**src/rtl/cache_pkg.sv**
```systemverilog
// rtl/cache_pkg.sv - shared state enum, block geometry helpers and word/block types for the refill engine
package cache_pkg;

    typedef enum logic [2:0] {
        IDLE,
        WB_REQ,
        WB_DATA,
        WB_RESP,
        RD_REQ,
        RD_DATA,
        COMMIT
    } refill_state_t;

    localparam int DEF_DATA_WIDTH = 32;
    localparam int DEF_BLOCK_SIZE = 32;

    function automatic int words_per_block(input int block_size, input int data_width);
        return (block_size * 8) / data_width;
    endfunction

    function automatic int offset_width(input int words);
        return (words > 1) ? $clog2(words) : 1;
    endfunction

    localparam int DEF_WORDS = words_per_block(DEF_BLOCK_SIZE, DEF_DATA_WIDTH);

    typedef logic [DEF_DATA_WIDTH-1:0]   word_t;
    typedef logic [DEF_BLOCK_SIZE*8-1:0] block_t;

endpackage

```
**src/rtl/wb_block_serializer.sv**
```systemverilog
// rtl/wb_block_serializer.sv - latches a victim block and presents it one registered word at a time
module wb_block_serializer
    import cache_pkg::*;
#(
    parameter int DATA_WIDTH = 32,
    parameter int WORDS      = 8
) (
    input  logic                        clk,
    input  logic                        reset_n,
    input  logic                        load,
    input  logic [DATA_WIDTH*WORDS-1:0] block_in,
    input  logic                        advance,
    output logic [DATA_WIDTH-1:0]       tdata,
    output logic                        tlast
);

    localparam int IDXW = offset_width(WORDS);

    logic [DATA_WIDTH*WORDS-1:0] block_q, block_d;
    logic [IDXW-1:0]             idx_q, idx_d;
    logic [DATA_WIDTH-1:0]       tdata_q, tdata_d;
    logic                        tlast_q, tlast_d;
    logic [DATA_WIDTH-1:0]       words [WORDS];

    always_comb begin
        for (int i = 0; i < WORDS; i++) begin
            words[i] = block_q[i*DATA_WIDTH +: DATA_WIDTH];
        end
    end

    // The beat on the bus is a flop, so the next word is selected one step ahead of the handshake.
    always_comb begin
        block_d = block_q;
        idx_d   = idx_q;
        tdata_d = tdata_q;
        tlast_d = tlast_q;
        if (load) begin
            block_d = block_in;
            idx_d   = '0;
            tdata_d = block_in[DATA_WIDTH-1:0];
            tlast_d = 1'b0;
        end else if (advance) begin
            idx_d   = idx_q + 1'b1;
            tdata_d = words[idx_d];
            tlast_d = (idx_d == IDXW'(WORDS - 1));
        end
    end

    always_ff @(posedge clk or negedge reset_n) begin
        if (!reset_n) begin
            block_q <= '0;
            idx_q   <= '0;
            tdata_q <= '0;
            tlast_q <= 1'b0;
        end else begin
            block_q <= block_d;
            idx_q   <= idx_d;
            tdata_q <= tdata_d;
            tlast_q <= tlast_d;
        end
    end

    assign tdata = tdata_q;
    assign tlast = tlast_q;

endmodule

```
**src/rtl/cache_refill_engine.sv**
```systemverilog
// rtl/cache_refill_engine.sv - miss-path writeback/refill engine; CACHE_CRITICAL_WORD_FIRST_EN selects critical-word-first refill
module cache_refill_engine
    import cache_pkg::*;
#(
    parameter int DATA_WIDTH    = 32,
    parameter int BLOCK_SIZE    = 32,
    parameter int ADDRESS_WIDTH = 32,
    parameter int NUM_WAYS      = 4
) (
    input  logic                                 clk,
    input  logic                                 reset_n,
    input  logic                                 start,
    input  logic [ADDRESS_WIDTH-1:0]             miss_addr,
    input  logic [$clog2(NUM_WAYS)-1:0]          victim_way,
    input  logic                                 victim_valid,
    input  logic                                 victim_dirty,
    input  logic [ADDRESS_WIDTH-1:0]             victim_addr,
    input  logic [BLOCK_SIZE*8-1:0]              victim_block,
    output logic                                 busy,
    output logic                                 done,
    output logic                                 error,
    output logic                                 mem_req_valid,
    input  logic                                 mem_req_ready,
    output logic                                 mem_req_write,
    output logic [ADDRESS_WIDTH-1:0]             mem_req_addr,
    output logic                                 mem_wdata_valid,
    input  logic                                 mem_wdata_ready,
    output logic [DATA_WIDTH-1:0]                mem_wdata,
    output logic                                 mem_wdata_last,
    input  logic                                 mem_wresp_valid,
    input  logic                                 mem_rdata_valid,
    input  logic [DATA_WIDTH-1:0]                mem_rdata,
    input  logic                                 mem_rdata_last,
    output logic                                 mem_rdata_ready,
    output logic                                 fill_we,
    output logic [$clog2(NUM_WAYS)-1:0]          fill_way,
    output logic [offset_width(words_per_block(BLOCK_SIZE, DATA_WIDTH))-1:0] fill_word,
    output logic [DATA_WIDTH-1:0]                fill_data,
    output logic                                 fill_commit,
    output logic [ADDRESS_WIDTH-1:0]             fill_addr
);

    localparam int WORDS = words_per_block(BLOCK_SIZE, DATA_WIDTH);
    localparam int OFFW  = offset_width(WORDS);
    localparam int WAYW  = $clog2(NUM_WAYS);
    localparam logic [ADDRESS_WIDTH-1:0] BLK_MASK = ADDRESS_WIDTH'(BLOCK_SIZE - 1);
`ifdef CACHE_CRITICAL_WORD_FIRST_EN
    localparam int BYTE_OFF  = $clog2(BLOCK_SIZE);
    localparam int WBYTE_OFF = $clog2(DATA_WIDTH / 8);
    localparam logic [ADDRESS_WIDTH-1:0] WORD_MASK = ADDRESS_WIDTH'(DATA_WIDTH / 8 - 1);
`endif

    refill_state_t state_q, state_d;

    logic [OFFW-1:0]          beat_q, beat_d;
    logic [OFFW-1:0]          base_q, base_d;
    logic                     drain_q, drain_d;
    logic                     err_q, err_d;
    logic [ADDRESS_WIDTH-1:0] rd_addr_q, rd_addr_d;

    logic                     busy_q, busy_d;
    logic                     done_q, done_d;
    logic                     error_q, error_d;
    logic                     mem_req_valid_q, mem_req_valid_d;
    logic                     mem_req_write_q, mem_req_write_d;
    logic [ADDRESS_WIDTH-1:0] mem_req_addr_q, mem_req_addr_d;
    logic                     mem_wdata_valid_q, mem_wdata_valid_d;
    logic                     mem_rdata_ready_q, mem_rdata_ready_d;
    logic                     fill_we_q, fill_we_d;
    logic [WAYW-1:0]          fill_way_q, fill_way_d;
    logic [OFFW-1:0]          fill_word_q, fill_word_d;
    logic [DATA_WIDTH-1:0]    fill_data_q, fill_data_d;
    logic                     fill_commit_q, fill_commit_d;
    logic [ADDRESS_WIDTH-1:0] fill_addr_q, fill_addr_d;

    logic                     ser_load, ser_adv, ser_last;
    logic [DATA_WIDTH-1:0]    ser_data;
    logic                     final_beat;

    wb_block_serializer #(
        .DATA_WIDTH (DATA_WIDTH),
        .WORDS      (WORDS)
    ) u_wb_ser (
        .clk      (clk),
        .reset_n  (reset_n),
        .load     (ser_load),
        .block_in (victim_block),
        .advance  (ser_adv),
        .tdata    (ser_data),
        .tlast    (ser_last)
    );

    assign final_beat = (beat_q == OFFW'(WORDS - 1));

    always_comb begin
        state_d         = state_q;
        beat_d          = beat_q;
        base_d          = base_q;
        drain_d         = drain_q;
        err_d           = err_q;
        rd_addr_d       = rd_addr_q;
        mem_req_write_d = mem_req_write_q;
        mem_req_addr_d  = mem_req_addr_q;
        fill_we_d       = 1'b0;
        fill_way_d      = fill_way_q;
        fill_word_d     = fill_word_q;
        fill_data_d     = fill_data_q;
        fill_addr_d     = fill_addr_q;
        ser_load        = 1'b0;
        ser_adv         = 1'b0;

        case (state_q)
            IDLE: begin
                if (start) begin
                    ser_load    = 1'b1;
                    beat_d      = '0;
                    drain_d     = 1'b0;
                    err_d       = 1'b0;
                    fill_way_d  = victim_way;
                    fill_addr_d = miss_addr & ~BLK_MASK;
`ifdef CACHE_CRITICAL_WORD_FIRST_EN
                    rd_addr_d   = miss_addr & ~WORD_MASK;
                    base_d      = miss_addr[BYTE_OFF-1:WBYTE_OFF];
`else
                    rd_addr_d   = miss_addr & ~BLK_MASK;
                    base_d      = '0;
`endif
                    if (victim_valid && victim_dirty) begin
                        state_d         = WB_REQ;
                        mem_req_write_d = 1'b1;
                        mem_req_addr_d  = victim_addr;
                    end else begin
                        state_d         = RD_REQ;
                        mem_req_write_d = 1'b0;
                        mem_req_addr_d  = rd_addr_d;
                    end
                end
            end
            WB_REQ: begin
                if (mem_req_ready) state_d = WB_DATA;
            end
            WB_DATA: begin
                if (mem_wdata_ready) begin
                    if (ser_last) state_d = WB_RESP;
                    else          ser_adv = 1'b1;
                end
            end
            WB_RESP: begin
                if (mem_wresp_valid) begin
                    state_d         = RD_REQ;
                    mem_req_write_d = 1'b0;
                    mem_req_addr_d  = rd_addr_q;
                end
            end
            RD_REQ: begin
                if (mem_req_ready) state_d = RD_DATA;
            end
            RD_DATA: begin
                // One extra cycle after the closing beat lets its fill_we land before commit.
                if (drain_q) begin
                    state_d = COMMIT;
                end else if (mem_rdata_valid && mem_rdata_ready_q) begin
                    fill_we_d   = 1'b1;
                    fill_data_d = mem_rdata;
                    fill_word_d = base_q + beat_q;
                    beat_d      = beat_q + 1'b1;
                    if (mem_rdata_last || final_beat) begin
                        drain_d = 1'b1;
                        err_d   = (mem_rdata_last != final_beat);
                    end
                end
            end
            COMMIT: begin
                state_d = IDLE;
            end
            default: begin
                state_d = IDLE;
            end
        endcase

        busy_d            = (state_d != IDLE);
        mem_req_valid_d   = (state_d == WB_REQ) || (state_d == RD_REQ);
        mem_wdata_valid_d = (state_d == WB_DATA);
        mem_rdata_ready_d = (state_d == RD_DATA) && !drain_d;
        done_d            = (state_d == COMMIT);
        error_d           = done_d && err_d;
        fill_commit_d     = done_d && !err_d;
    end

    always_ff @(posedge clk or negedge reset_n) begin
        if (!reset_n) begin
            state_q           <= IDLE;
            beat_q            <= '0;
            base_q            <= '0;
            drain_q           <= 1'b0;
            err_q             <= 1'b0;
            rd_addr_q         <= '0;
            busy_q            <= 1'b0;
            done_q            <= 1'b0;
            error_q           <= 1'b0;
            mem_req_valid_q   <= 1'b0;
            mem_req_write_q   <= 1'b0;
            mem_req_addr_q    <= '0;
            mem_wdata_valid_q <= 1'b0;
            mem_rdata_ready_q <= 1'b0;
            fill_we_q         <= 1'b0;
            fill_way_q        <= '0;
            fill_word_q       <= '0;
            fill_data_q       <= '0;
            fill_commit_q     <= 1'b0;
            fill_addr_q       <= '0;
        end else begin
            state_q           <= state_d;
            beat_q            <= beat_d;
            base_q            <= base_d;
            drain_q           <= drain_d;
            err_q             <= err_d;
            rd_addr_q         <= rd_addr_d;
            busy_q            <= busy_d;
            done_q            <= done_d;
            error_q           <= error_d;
            mem_req_valid_q   <= mem_req_valid_d;
            mem_req_write_q   <= mem_req_write_d;
            mem_req_addr_q    <= mem_req_addr_d;
            mem_wdata_valid_q <= mem_wdata_valid_d;
            mem_rdata_ready_q <= mem_rdata_ready_d;
            fill_we_q         <= fill_we_d;
            fill_way_q        <= fill_way_d;
            fill_word_q       <= fill_word_d;
            fill_data_q       <= fill_data_d;
            fill_commit_q     <= fill_commit_d;
            fill_addr_q       <= fill_addr_d;
        end
    end

    assign busy            = busy_q;
    assign done            = done_q;
    assign error           = error_q;
    assign mem_req_valid   = mem_req_valid_q;
    assign mem_req_write   = mem_req_write_q;
    assign mem_req_addr    = mem_req_addr_q;
    assign mem_wdata_valid = mem_wdata_valid_q;
    assign mem_wdata       = ser_data;
    assign mem_wdata_last  = ser_last;
    assign mem_rdata_ready = mem_rdata_ready_q;
    assign fill_we         = fill_we_q;
    assign fill_way        = fill_way_q;
    assign fill_word       = fill_word_q;
    assign fill_data       = fill_data_q;
    assign fill_commit     = fill_commit_q;
    assign fill_addr       = fill_addr_q;

endmodule

```
**config.mk**
```make
export PLATFORM = sky130hd
export DESIGN_NAME = cache_refill_engine
export DESIGN_NICKNAME = d
export VERILOG_FILES = /design/src/rtl/cache_pkg.sv /design/src/rtl/wb_block_serializer.sv /design/src/rtl/cache_refill_engine.sv
export SDC_FILE = /design/constraint.sdc
export NUM_CORES = 1
export LEC_CHECK = 0
export CELL_PAD_IN_SITES_DETAIL_PLACEMENT = 1
export CELL_PAD_IN_SITES_GLOBAL_PLACEMENT = 2
export CORE_UTILIZATION = 28
export CTS_CLUSTER_SIZE = 8
export DETAILED_ROUTE_END_ITERATION = 8
export HOLD_SLACK_MARGIN = 0.02
export PLACE_DENSITY_LB_ADDON = 0.1
export RECOVER_POWER = 50
export SLEW_MARGIN = 20
export SYNTH_ARGS = -nofsm -noshare
export SYNTH_HDL_FRONTEND = slang
export SYNTH_SLANG_ARGS = --single-unit
```
**constraint.sdc**
```tcl
create_clock -name clk -period 3.8 [get_ports clk]
set_clock_uncertainty 0.2 [all_clocks]
set_input_delay 0.57 -clock clk [delete_from_list [all_inputs] [get_ports clk]]
set_output_delay 0.57 -clock clk [all_outputs]
set_load 0.05 [all_outputs]
```
-- Yosys cells after proc, flatten, opt, wreduce, memory -nomap -nowiden
Index checks and enable logic that the tools add are counted.
- flip-flop bits (word level): 405
- input bits: 364
- word-level logic and storage cells: 110
- add/sub/neg operators: 2
- order comparisons: 1
- equal/unequal tests: 17
- mux-type cells: 48
- bitwise gates (word level): 2
- reductions and logical operators: 18
- operators by type and width (cell ; count):
    32-bit two-way mux ; 7
    32-bit binary-select mux with 3-bit select ; 1
    32-bit case mux with 2 select lines ; 1
    3-bit two-way mux ; 13
    3-bit equality test (second input constant) ; 7
    1-bit two-way mux ; 21
    3-bit case mux with 6 select lines ; 1
    3-bit by 2-bit equality test with 1-bit output (second input constant) ; 3
    2-bit inequality test (second input constant) ; 4
    3-bit by 1-bit adder with 3-bit output (second input constant) ; 2
    3-bit by 1-bit equality test with 1-bit output (second input constant) ; 2
    1-bit case mux with 2 select lines ; 3
    3-bit case mux with 2 select lines ; 1
    3-bit AND reduction ; 2
    2-bit nonzero test ; 3
    1-bit logical AND ; 5
    4-bit greater-or-equal comparator (second input constant) ; 1
    3-bit NOT with 4-bit output ; 1
    4-bit AND reduction ; 1
    3-bit zero test ; 1
    3-bit nonzero test ; 1
    1-bit zero test ; 2
    1-bit logical OR ; 2
    2-bit AND reduction ; 1
    2 further kinds ; 2

-- Longest topological paths before layout
Gate-level depths: netlist of run 1.
- depth in word-level cells: 8
- depth in mapped cells: 11
- gate-level depth less buffers: 6

-- Hierarchy
Synthesis of run 1 repeated with hierarchy kept, for this count alone.
- cell total of the unflattened synthesis: 1306
- area, all modules: 17948.5 um^2
- modules (own cells, without submodules) (module ; instances ; cells an instance ; area an instance (um^2)):
    wb_block_serializer ; 1 ; 838 ; 12911.1
    cache_refill_engine ; 1 ; 468 ; 5037.3

-- Least setup slack after synthesis of run 1
OpenSTA, ideal clock, no wires.
- path kind: register to register
- start point: register u_wb_ser.idx_q[0]
- end point: register u_wb_ser.tdata_q[18], in the netlist u_wb_ser.tdata[18]
- setup time: 0.141 ns
- data arrival time: 2.502 ns
- setup slack: 0.957 ns
- stages on the path, launching flop included: 12
- period minus slack after synthesis: 2.843 ns
- cell sequence: dfrtp_1 clkbuf_1 inv_2 clkbuf_1 ha_1 clkbuf_1 buf_2 buf_2 mux2i_1 nand3_1 nand4_1 a31oi_1
- cells in the longest elaborated chain, start to end: 7
- ends and longest elaborated chain (item ; RTL line ; source):
    from (decl) ; wb_block_serializer.sv:20 ; logic [IDXW-1:0] idx_q, idx_d;
    from (signal assigned) ; wb_block_serializer.sv:57 ; idx_q <= idx_d;
    3-bit by 1-bit adder with 3-bit output ; wb_block_serializer.sv:43 ; idx_d = idx_q + 1'b1;
    3-bit NOT with 4-bit output (implied by the code) ; wb_block_serializer.sv:44 ; tdata_d = words[idx_d];
    32-bit binary-select mux with 3-bit select ; wb_block_serializer.sv:44 ;
    32-bit two-way mux (implied by the code) (2 in a row) ; wb_block_serializer.sv:44 ;
    32-bit two-way mux ; wb_block_serializer.sv:42 ; end else if (advance) begin
    32-bit two-way mux ; wb_block_serializer.sv:37 ; if (load) begin
    to (signal assigned) ; wb_block_serializer.sv:58 ; tdata_q <= tdata_d;
    to (decl) ; wb_block_serializer.sv:21 ; logic [DATA_WIDTH-1:0] tdata_q, tdata_d;
Every way passes these cells. The select of a mux whose other input is x is not followed.
A chain may end at the register's enable or synchronous reset.

-- Final worst setup path of run 1
- start point: register state_q[0]
- end point: register u_wb_ser.tdata_q[30], in the netlist u_wb_ser.tdata[30]
- cells in the longest elaborated chain, start to end: 3
- elaborated cells on any way between the ends: 6
- classes of those cells: 1 x eq/ne; 3 x mux; 2 x reduce/logical
- ends and longest elaborated chain (item ; RTL line ; source):
    from (decl) ; cache_refill_engine.sv:53 ; refill_state_t state_q, state_d;
    from (signal assigned) ; cache_refill_engine.sv:213 ; state_q <= state_d;
    3-bit by 2-bit equality test with 1-bit output / 3-bit zero test (equally long branches) ; cache_refill_engine.sv:112 ; case (state_q)
    1-bit two-way mux ; cache_refill_engine.sv:112 ;
    2-bit nonzero test (no line) / 32-bit two-way mux (equally long branches) ; n/a ;
Parallel ways exist; a longest one is shown, timed or not.

==> PnR_summary.wiki, run 1 <==
{| class="wikitable"
! Metric !! Value
|-
| Cell Area, Synth || 18200 sq um
|-
| Origin of the critical flop-to-flop path || state_q[0]
|-
| Number of global-route vias before repair || 17400
|-
| Per-cell via count in the routed design || 4.79
|-
| Hold Crit Class || reg -> reg
|-
| Global-route wire length before repair || 107000 microns
|-
| Count of nets left with antenna violations after detail routing || 0
|-
| Pin count of the biggest net entering global routing || 172
|-
| Y dimension of the die || 257 microns
|-
| Number of distinct library cells after synthesis || 45
|-
| Commonest non-fill, non-tap cells in the layout || sky130_fd_sc_hd__nand2_1 (893), sky130_fd_sc_hd__clkdlybuf4s50_1 (495), sky130_fd_sc_hd__dfrtp_1 (404)
|-
| I/O pins || 507
|-
| Placer's final routability congestion estimate || 0.805
|-
| Placed cells || 3258
|-
| Final worst path period need || 3050 ps
|-
| Synth warnings || 0
|-
| Multi-input gate area || 7450 sq um
|-
| Startpoint types || flip-flop
|-
| CP Data Required Time || 4060 ps
|-
| Achievable Freq || 328 MHz
|-
| Remaining Overflow, GRT || 0
|-
| Storage cell area || 10100 sq um
|-
| Most frequent standard cell in the layout excluding fill and tap cells || sky130_fd_sc_hd__nand2_1
|-
| Portion of the post-synthesis area used by sequential elements || 55.7%
|-
| Post-CTS sizing || 0
|-
| Root buf cell || sky130_fd_sc_hd__clkbuf_16
|-
| Starting density of the core || 28.3%
|-
| Total negative slack || 0 ps
|-
| Hold Fails Final Rpt || 0
|-
| Share of the cycle needed by the critical path after routing || 80.3%
|-
| Detailed-route via count || 15900
|-
| Horiz. Die Dim || 257 microns
|-
| End point of the worst hold path || u_wb_ser.block_q[209]
|-
| Maximum capacitance violations || 3
|-
| Worst setup startpoint || state_q[0]
|-
| Crit path largest cell delay || 1280 ps
|-
| Post-detailed-placement half-perimeter wirelength || 49900 microns
|-
| Clock buffers created by TritonCTS || 56
|-
| Share of flip-flops with an asynchronous set or reset after synthesis || 100%
|-
| Worst reg-to-reg setup slack || 750 ps
|-
| Clock insertion delay at the later pin of the skew report || 620 ps
|-
| Hold path start || u_wb_ser.block_q[209]
|-
| CTS clk-pin slew, worst paths || 50 ps
|-
| Static leakage || 12.5 nW
|-
| Post-CTS Setup Repair Bufs || 0
|-
| RSZ-0062 raised after global routing || false
|-
| Arrival time worst endpoint || 3310 ps
|-
| Critical path type || reg -> reg
|-
| Critical path cell sequence || nor4b_1, buf_12, buf_12, a31oi_1, nand4_1, a31oi_1
|-
| Layout overhead on the synthesized area || 40.5%
|-
| Core area || 64300 sq um
|-
| Final number of max-transition violations || 63
|-
| Max transition margin || -3.76%
|-
| TritonCTS Sinks || 405
|-
| Reg2reg path depth || 6
|-
| Final setup violation count || 0
|-
| Reg2Reg Capture Point || u_wb_ser.tdata[30]
|-
| Antenna violations before repair || 16
|-
| Run status || finished, violations left
|-
| DR DRC count || 0
|-
| Layout Cells excl Fill || 3327
|-
| Maximum ir drop on the vdd rail || 0.511 mV
|-
| Areal power density over the cells || 901 nW/um^2
|-
| Violated checks || max-capacitance violations, max-slew violations
|-
| FILL cells || 7260
|-
| WHS Path Cells || 2
|-
| DRT Wirelength || 70800 microns
|-
| CTS tree || done
|-
| CTS max path bufs || 3
|-
| Post-synth EDFFs || 0
|-
| Total routing usage reported by global routing || 21.3%
|-
| Main flop type after synthesis || sky130_fd_sc_hd__dfrtp_1
|-
| Mean Syn Cell Area || 9.07 sq um
|-
| Fraction of final layout cells with drive strength greater than 1 || 5.59%
|-
| Final-stage net count || 2831
|-
| Number of DRC markers in iteration 0 || 691
|-
| Rows || 93
|-
| Actual transition at the worst max-transition pin || 1560 ps
|-
| Avg WL per Cell || 21.3 microns
|-
| Synthesized flop and latch total || 405
|-
| Port Buffers || 496
|-
| Critical Path Sink Type || flip-flop
|-
| Die area || 66000 sq um
|-
| Cell count after synthesis || 2006
|-
| Critical path peak fanout || 32
|-
| Critical-path cell with the highest stage delay || sky130_fd_sc_hd__nor4b_1
|-
| H-tree lvl count || 2
|-
| Number of optimization iterations in the first detailed-route pass || 5
|}
-- what timing repair did --
item / CTS / global route
hold buffers: 1 / 0
setup endpoints to repair: 0 / 0
hold endpoints to repair: 76 / 0
-- power breakdown --
group / switching [W] / internal, W / leakage (nW) / total (W)
combinational: 0.00708 / 0.00395 / 6.70 / 0.0110
sequential: 0.00117 / 0.00633 / 5.04 / 0.00749
clock: 0.00191 / 0.00259 / 0.716 / 0.00450
-- per-layer routing --
| layer | track usage, % | share of wire (%) | up-vias |
|---|---|---|---|
| li1 | - | - | 7488 |
| met1 | 23.7 | 38 | 7971 |
| met2 | 39.8 | 54 | 342 |
| met3 | 4.74 | 4.9 | 122 |
| met4 | 7.03 | 3.1 | 22 |
| met5 | 0 | 0.23 | - |
-- cell usage after synthesis, types with 2 or more instances --
| library cell | number | area [sq um] |
|---|---|---|
| sky130_fd_sc_hd__nor2_1 | 61 | 229 |
| sky130_fd_sc_hd__nand2_1 | 893 | 3350 |
| sky130_fd_sc_hd__and3b_1 | 3 | 26.3 |
| sky130_fd_sc_hd__nand3_1 | 125 | 626 |
| sky130_fd_sc_hd__or3_1 | 2 | 12.5 |
| sky130_fd_sc_hd__a21o_1 | 30 | 225 |
| sky130_fd_sc_hd__nor2b_1 | 2 | 12.5 |
| sky130_fd_sc_hd__nor3_1 | 2 | 10.0 |
| sky130_fd_sc_hd__mux2i_1 | 126 | 1260 |
| sky130_fd_sc_hd__a31oi_1 | 57 | 357 |
| sky130_fd_sc_hd__xor2_1 | 2 | 17.5 |
| sky130_fd_sc_hd__a21oi_1 | 6 | 30.0 |
| sky130_fd_sc_hd__ha_1 | 5 | 62.6 |
| sky130_fd_sc_hd__a311oi_1 | 27 | 236 |
| sky130_fd_sc_hd__o22ai_1 | 2 | 12.5 |
| sky130_fd_sc_hd__buf_4 | 7 | 52.6 |
| sky130_fd_sc_hd__a22o_1 | 7 | 61.3 |
| sky130_fd_sc_hd__buf_1 | 10 | 37.5 |
| sky130_fd_sc_hd__nand2b_1 | 3 | 18.8 |
| sky130_fd_sc_hd__buf_2 | 47 | 235 |
| sky130_fd_sc_hd__inv_1 | 6 | 22.5 |
| sky130_fd_sc_hd__dfrtp_1 | 405 | 10100 |
| sky130_fd_sc_hd__clkbuf_1 | 83 | 312 |
| sky130_fd_sc_hd__nand4_1 | 31 | 194 |
| sky130_fd_sc_hd__mux4_2 | 2 | 45.0 |
| sky130_fd_sc_hd__nand3b_1 | 4 | 30.0 |
| sky130_fd_sc_hd__o211ai_1 | 5 | 37.5 |
| sky130_fd_sc_hd__mux2_2 | 36 | 405 |
-- area by class of cell --
| type | instances | area share, % |
|---|---|---|
| clock inverters | 3 | 0.191 |
| repair buffers | 541 | 21.1 |
| inverters | 7 | 0.103 |
| diodes | 5 | 0.0489 |
| multi-input cells | 1451 | 29.1 |
| flip-flops and latches | 405 | 39.6 |
| clock buffers | 60 | 5.54 |
| well taps | 855 | 4.18 |
-- state kept, by name (all words and copies together), names as in the netlist, 2 cells and up --
name / cells
u_wb_ser.block_q: 256
fill_data: 32
mem_req_addr: 32
u_wb_ser.tdata: 32
rd_addr_q: 27
beat_q: 3
fill_word: 3
state_q: 3
u_wb_ser.idx_q: 3
fill_way: 2
-- kinds of logic (layout without fill, tap and decap cells) --
| kind of cell | count (synthesis) | after routing | share of synthesized area [%] |
|---|---|---|---|
| muxes | 164 | 164 | 9.41 |
| and+or+nand+nor | 1135 | 1135 | 25.3 |
| other | 1 | 10 | 0.0206 |
| adders and majority gates | 5 | 5 | 0.344 |
| xor gates and xnor gates | 3 | 3 | 0.144 |
| buffers and inverters | 154 | 611 | 3.64 |
| DFF | 405 | 405 | 55.7 |
| AOI/OAI and AO/OA | 139 | 139 | 5.48 |
-- critical path: cells and delay by family (launching register included) --
family | cells | cell delay [ps]
flip-flops | 1 | 540
AND/OR/NAND/NOR | 2 | 1430
buffers and inverters | 2 | 520
AO/OA/AOI/OAI | 2 | 160
-- worst max path at each step --
stage | endpoint | slack (ps) | cells after the start
after floorplan | u_wb_ser.tdata[18] | 960 | 11
after global placement | mem_req_addr[10] | 890 | 5
after detailed placement | busy | 980 | 5
after CTS | u_wb_ser.tdata[28] | 1050 | 7
after global routing | u_wb_ser.block_q[235] | 500 | 5
final | u_wb_ser.tdata[30] | 750 | 6
-- stage by stage --
stage	area (sq um)	power, W	worst slack [ps]	hold slack, ps	utilization [%]
2_1_floorplan	18200	0.0144	957	74.4	-
3_3_place_gp	24200	0.0186	895	256	37.6
3_5_place_dp	24200	0.0189	975	262	37.6
4_1_cts	25700	0.0236	1050	240	39.9
5_1_grt	25600	0.0245	496	275	39.7
6_report	25600	0.0230	749	270	39.7
(Power assumes the default switching activity.)
==> run 2, diff against run 1 <==
==> constraint.sdc (replaced) <==
create_clock -name clk -period 3.14 [get_ports clk]
set_clock_uncertainty 0.2 [all_clocks]
set_input_delay 0.471 -clock clk [delete_from_list [all_inputs] [get_ports clk]]
set_output_delay 0.471 -clock clk [all_outputs]
set_load 0.05 [all_outputs]
==> run 2 against run 1 <==
The run still ends with max-capacitance violations, max-slew violations left. Fmax is 16% higher. Clock power increased by 23%. Die area is the same. Critical path depth decreased by 2. Critical path type unchanged. First-iteration DRC count is 10% lower.
==> PnR_summary.wiki, run 2 (same netlist as run 1, synthesis figures left out) <==
{| class="wikitable"
! Metric !! Value
|-
| Run status || finished, violations left
|-
| Violated checks || max-capacitance violations, max-slew violations
|-
| CTS tree || done
|-
| Starting density of the core || 28.3%
|-
| Number of DRC markers in iteration 0 || 620
|-
| Areal power density over the cells || 1090 nW/um^2
|-
| Met3 demand-to-capacity share in global routing || 5.00%
|-
| Hold Crit Class || in -> reg
|-
| Clock insertion delay at the later pin of the skew report || 600 ps
|-
| Critical Path Sink Type || flip-flop
|-
| Reg2reg path depth || 4
|-
| DR DRC count || 0
|-
| Actual transition at the worst max-transition pin || 1870 ps
|-
| Peak-usage layer in the global routing report || met2
|-
| Hold Fails Final Rpt || 0
|-
| Final setup violation count || 0
|-
| Part of the total power dissipated in sequential elements || 32.5%
|-
| RSZ-0062 raised after global routing || false
|-
| Most frequent standard cell in the layout excluding fill and tap cells || sky130_fd_sc_hd__nand2_1
|-
| Multi-input gate area || 7470 sq um
|-
| Maximum ir drop on the vdd rail || 0.473 mV
|-
| Number of optimization iterations in the first detailed-route pass || 4
|-
| Share of total power in combinational logic || 47.7%
|-
| Placer's final routability congestion estimate || 0.805
|-
| Internal power || 0.0157 W
|-
| DRT Wirelength || 70400 microns
|-
| Hold path start || victim_block[112]
|-
| Core area || 64300 sq um
|-
| Final-stage net count || 2833
|-
| End point of the worst hold path || u_wb_ser.block_q[112]
|-
| I/O pins || 507
|-
| Count of nets left with antenna violations after detail routing || 0
|-
| Global-route wire length before repair || 107000 microns
|-
| Post-Route Utilization || 40.0%
|-
| CTS max path bufs || 3
|-
| H-tree lvl count || 2
|-
| Switching power summed over all nets || 0.0122 W
|-
| Storage cell area || 10100 sq um
|-
| GRT met1 Usage || 23.2%
|-
| Fraction of final layout cells with drive strength greater than 1 || 6.31%
|-
| Layout overhead on the synthesized area || 41.4%
|-
| Clock buffers created by TritonCTS || 57
|-
| Achievable Freq || 381 MHz
|-
| Critical path type || reg -> reg
|-
| Origin of the critical flop-to-flop path || state_q[0]
|-
| FILL cells || 7261
|-
| Static leakage || 12.6 nW
|-
| Global-route track usage on met2 || 39.6%
|-
| Total routing usage reported by global routing || 21.3%
|-
| CP Data Required Time || 3410 ps
|-
| Remaining Overflow, GRT || 0
|-
| Max transition margin || -24.7%
|-
| Root buf cell || sky130_fd_sc_hd__clkbuf_16
|-
| CTS clk-pin slew, worst paths || 50 ps
|-
| Horiz. Die Dim || 257 microns
|-
| Post-detailed-placement half-perimeter wirelength || 50300 microns
|-
| Final worst path period need || 2630 ps
|-
| Worst reg-to-reg setup slack || 510 ps
|-
| Rows || 93
|-
| Avg WL per Cell || 21.1 microns
|-
| Maximum capacitance violations || 1
|-
| WHS Path Cells || 3
|-
| Number of flip-flops under the largest register name || 256
|-
| Critical path peak fanout || 63
|-
| TritonCTS Sinks || 405
|-
| Final number of max-transition violations || 61
|-
| Antenna violations before repair || 20
|-
| Largest reg by FF count || u_wb_ser.block_q
|-
| Arrival time worst endpoint || 2900 ps
|-
| Port Buffers || 496
|-
| Pin count of the biggest net entering global routing || 121
|-
| Share of the cycle needed by the critical path after routing || 83.7%
|-
| Number of global-route vias before repair || 17500
|-
| Reg2Reg Capture Point || u_wb_ser.tdata[15]
|-
| Die area || 66000 sq um
|-
| Y dimension of the die || 257 microns
|-
| Total negative slack || 0 ps
|-
| Startpoint types || flip-flop
|-
| Detailed-route via count || 16000
|-
| Per-cell via count in the routed design || 4.79
|-
| Fraction of power spent switching nets || 43.8%
|-
| Post-CTS Setup Repair Bufs || 0
|-
| Commonest non-fill, non-tap cells in the layout || sky130_fd_sc_hd__nand2_1 (893), sky130_fd_sc_hd__clkdlybuf4s50_1 (495), sky130_fd_sc_hd__dfrtp_1 (404)
|-
| Final Total Pwr || 0.0280 W
|-
| Clock share of power || 19.8%
|}
-- run 2: cell count changes in the layout (fill, tap and decap cells not counted), sizes merged --
cell and change:
inv +1, buf +11, diode +4, clkbuf -5, clkinv -2
-- run 2: worst max path at each step --
stage / startpoint / endpoint / slack [ps] / cells past startpoint
after floorplan: u_wb_ser.idx_q[0] / u_wb_ser.tdata[18] / 300 / 11
after global placement: start / busy / 420 / 5
after detailed placement: start / busy / 400 / 5
after CTS: u_wb_ser.tdata[9] / mem_wdata[9] / 540 / 1
after global routing: state_q[0] / u_wb_ser.tdata[13] / 290 / 5
final: state_q[0] / u_wb_ser.tdata[15] / 510 / 4
-- run 2: per-stage QoR --
step | setup WS [ps] | instances | area (sq um) | hold WS (ps)
finish | 513 | 3336 | 25700 | 200
global route | 292 | 3332 | 25700 | 190
CTS | 539 | 3327 | 25700 | 163
detailed placement | 403 | 3259 | 24200 | 261
global placement | 418 | 3259 | 24200 | 257
floorplan | 297 | 2010 | 18200 | -24.6
-- run 2: what timing repair did --
| item | 4_1_cts | 5_1_grt |
|---|---|---|
| resized for setup | 0 | 0 |
| hold buffers | 1 | 0 |
| hold endpoints to repair | 57 | 0 |
-- run 2: critical path: stages (launching register included) --
cell,delay (ps)
sky130_fd_sc_hd__dfrtp_1,560
sky130_fd_sc_hd__or4b_4,740
sky130_fd_sc_hd__clkbuf_4,500
sky130_fd_sc_hd__nand2_1,350
sky130_fd_sc_hd__o211ai_1,130
-- run 2: per-layer routing --
layer	share of wire, %	up-vias
met5	0.22	-
met4	3.5	24
met3	5.2	131
met2	53	349
met1	38	7976
li1	-	7497
-- run 2: cell type report --
class | instances | share of cell area, %
clock inverter | 2 | 0.0681
clock buffer | 65 | 5.83
tap | 855 | 4.16
inverter | 7 | 0.102
antenna | 9 | 0.0875
multi-input combinational | 1451 | 29.0
sequential | 405 | 39.4
timing repair buffer | 542 | 21.3
-- run 2: power groups by stage --
stage / combinational [W] / sequential (W) / clock [W]
2_1_floorplan: 0.00588 / 0.0116 / 0
3_3_place_gp: 0.0135 / 0.00904 / 0
3_5_place_dp: 0.0137 / 0.00919 / 0
4_1_cts: 0.0137 / 0.00911 / 0.00575
5_1_grt: 0.0145 / 0.00942 / 0.00591
6_report: 0.0133 / 0.00909 / 0.00554
==> run 3, diff against run 2 <==
==> constraint.sdc (replaced) <==
create_clock -name clk -period 2.65 [get_ports clk]
set_clock_uncertainty 0.2 [all_clocks]
set_input_delay 0.3975 -clock clk [delete_from_list [all_inputs] [get_ports clk]]
set_output_delay 0.3975 -clock clk [all_outputs]
set_load 0.05 [all_outputs]
==> run 3 against run 2 <==
The run still ends with max-capacitance violations, max-slew violations left. Clock power is 16% higher. Via count about the same. Worst setup slack lost 410 ps. Sequential cell count stayed put. Routed wire length increased by 0.58%. Non-clock buffer count rose by 24. Core utilization is 0.36 points higher. Largest power group unchanged. Register-to-register slack got worse by 310 ps. Die area is the same. Critical endpoint is now mem_wdata_last. Largest cell class unchanged. Sequential power increased by 19%.
==> PnR_summary.wiki, run 3 (same netlist as run 1, synthesis figures left out) <==
{| class="wikitable"
! Metric !! Value
|-
| Run status || finished, violations left
|-
| Violated checks || max-capacitance violations, max-slew violations
|-
| Commonest non-fill, non-tap cells in the layout || sky130_fd_sc_hd__nand2_1 (893), sky130_fd_sc_hd__clkdlybuf4s50_1 (495), sky130_fd_sc_hd__dfrtp_1 (404)
|-
| Maximum ir drop on the vdd rail || 0.703 mV
|-
| Critical path's top delay family || buffers and inverters
|-
| Final-stage net count || 2856
|-
| I/O pins || 507
|-
| TritonCTS Sinks || 405
|-
| Arrival time worst endpoint || 1950 ps
|-
| Areal power density over the cells || 1280 nW/um^2
|-
| DR DRC count || 0
|-
| CTS tree || done
|-
| Design area || 26000 sq um
|-
| CTS max path bufs || 3
|-
| Placed Area || 24500 sq um
|-
| Achievable Freq || 392 MHz
|-
| Final Total Pwr || 0.0332 W
|-
| Share of the cycle needed by the critical path after routing || 96.3%
|-
| CTS clk-pin slew, worst paths || 50 ps
|-
| Pin count of the biggest net entering global routing || 122
|-
| Avg WL per Cell || 21.1 microns
|-
| Number of global-route vias before repair || 17500
|-
| Most frequent standard cell in the layout excluding fill and tap cells || sky130_fd_sc_hd__nand2_1
|-
| Maximum capacitance violations || 1
|-
| Number of flip-flops under the largest register name || 256
|-
| Port Buffers || 496
|-
| Final setup violation count || 0
|-
| CP Buf/Inv Count || 1
|-
| Critical-path cell with the highest stage delay || sky130_fd_sc_hd__clkdlybuf4s50_1
|-
| RSZ-0062 raised after global routing || false
|-
| Post-detailed-placement half-perimeter wirelength || 51900 microns
|-
| Critical path type || reg -> out
|-
| Hold Crit Class || in -> reg
|-
| Clock buffers created by TritonCTS || 56
|-
| Actual transition at the worst max-transition pin || 1840 ps
|-
| H-tree lvl count || 2
|-
| Final number of max-transition violations || 53
|-
| Clock insertion delay at the later pin of the skew report || 610 ps
|-
| Fraction of final layout cells with drive strength greater than 1 || 7.03%
|-
| Number of DRC markers in iteration 0 || 621
|-
| Max transition margin || -22.5%
|-
| Per-cell via count in the routed design || 4.76
|-
| Worst Setup Slack, final || 99.3 ps
|-
| Post-placement worst setup slack || 6.88 ps
|-
| Global-route wire length before repair || 107000 microns
|-
| Static leakage || 12.7 nW
|-
| Fraction of power spent switching nets || 43.7%
|-
| Rows || 93
|-
| Total negative slack || 0 ps
|-
| Placer's final routability congestion estimate || 0.813
|-
| Root buf cell || sky130_fd_sc_hd__clkbuf_16
|-
| Internal power || 0.0187 W
|-
| Critical path peak fanout || 4
|-
| WHS || 123 ps
|-
| Critical path cell sequence || clkdlybuf4s50_1
|-
| Horiz. Die Dim || 257 microns
|-
| Core area || 64300 sq um
|-
| Share of total power in combinational logic || 48.2%
|-
| Switching power summed over all nets || 0.0145 W
|-
| Count of nets left with antenna violations after detail routing || 0
|-
| Total routing usage reported by global routing || 21.3%
|-
| Clock share of power || 19.3%
|-
| Part of the total power dissipated in sequential elements || 32.5%
|-
| Detailed-route via count || 16000
|-
| Largest reg by FF count || u_wb_ser.block_q
|-
| Final worst path period need || 2550 ps
|-
| Post-CTS Setup Repair Bufs || 0
|-
| DRT Wirelength || 70800 microns
|-
| Number of optimization iterations in the first detailed-route pass || 5
|-
| Die area || 66000 sq um
|-
| Crit path largest cell delay || 920 ps
|-
| Antenna violations before repair || 22
|-
| Y dimension of the die || 257 microns
|-
| Hold Fails Final Rpt || 0
|-
| Remaining Overflow, GRT || 0
|-
| CP Data Required Time || 2050 ps
|-
| Critical Path Sink Type || primary output
|-
| Post-CTS sizing || 0
|-
| Startpoint types || flip-flop
|-
| Starting density of the core || 28.3%
|-
| Layout overhead on the synthesized area || 42.7%
|}
-- run 3: cell count changes in the layout (fill, tap and decap cells not counted), moves of 2 or more --
cell,delta
sky130_fd_sc_hd__buf_12,+9
sky130_fd_sc_hd__buf_4,+9
sky130_fd_sc_hd__clkbuf_1,-4
sky130_fd_sc_hd__buf_6,+2
sky130_fd_sc_hd__clkbuf_16,-2
-- run 3: worst paths after layout --
kind,startpoint,end,slack [ps],cells after the start
setup / recovery,u_wb_ser.tlast,mem_wdata_last,100,1
hold reg to reg,u_wb_ser.block_q[31],u_wb_ser.block_q[31],270,2
min in group asynchronous,reset_n,rd_addr_q[29],610,2
setup reg to reg,u_wb_ser.idx_q[0],u_wb_ser.tdata[28],200,7
max in group asynchronous,reset_n,fill_data[28],290,4
hold / removal,victim_block[91],u_wb_ser.block_q[91],120,3
-- run 3: per-layer routing --
layer  wire length, microns  track usage [%]  part of all wire [%]  vias up
met2                  37200             39.1                    53      373
met3                   4140             5.53                   5.8      139
met4                   2290             7.57                   3.2       26
met1                  27000             23.6                    38     7890
li1                       -                -                     -     7546
met5                    170                0                  0.24        -
-- run 3: final cells by class --
cell class,count,area [sq um]
Clock inverter,3,22.5
Fill cell,7237,38400
Multi-Input combinational cell,1451,7470
Tap cell,855,1070
Timing Repair Buffer,566,5790
Sequential cell,405,10100
Inverter,7,26.3
Clock buffer,58,1430
Antenna cell,8,20.0
-- run 3: worst register-to-register path, cell delays in order, from the launching register on --
cell and delay (ps):
sky130_fd_sc_hd__dfrtp_2 480, sky130_fd_sc_hd__inv_2 90, sky130_fd_sc_hd__ha_4 360, sky130_fd_sc_hd__buf_12 290
sky130_fd_sc_hd__mux2i_1 400, sky130_fd_sc_hd__a31oi_1 220, sky130_fd_sc_hd__nand4_1 180, sky130_fd_sc_hd__a31oi_1 90
-- run 3: repair_timing --
action / in CTS / in global routing
endpoints found under the hold margin: 141 / 0
setup endpoints to repair: 0 / 0
hold buffers: 1 / 0
-- run 3: stage by stage --
step	util (%)	cells
2_1_floorplan	-	2010
3_3_place_gp	38.1	3283
3_5_place_dp	38.1	3283
4_1_cts	40.4	3345
5_1_grt	40.3	3349
6_report	40.3	3353
-- run 3: power groups by stage --
| stage | Combinational (W) | Clock, W | Sequential, W |
|---|---|---|---|
| finish | 0.0160 | 0.00643 | 0.0108 |
| detailed placement | 0.0164 | 0 | 0.0109 |
| floorplan | 0.00700 | 0 | 0.0137 |
| global placement | 0.0162 | 0 | 0.0107 |
| global route | 0.0174 | 0.00686 | 0.0112 |
| CTS | 0.0165 | 0.00666 | 0.0108 |
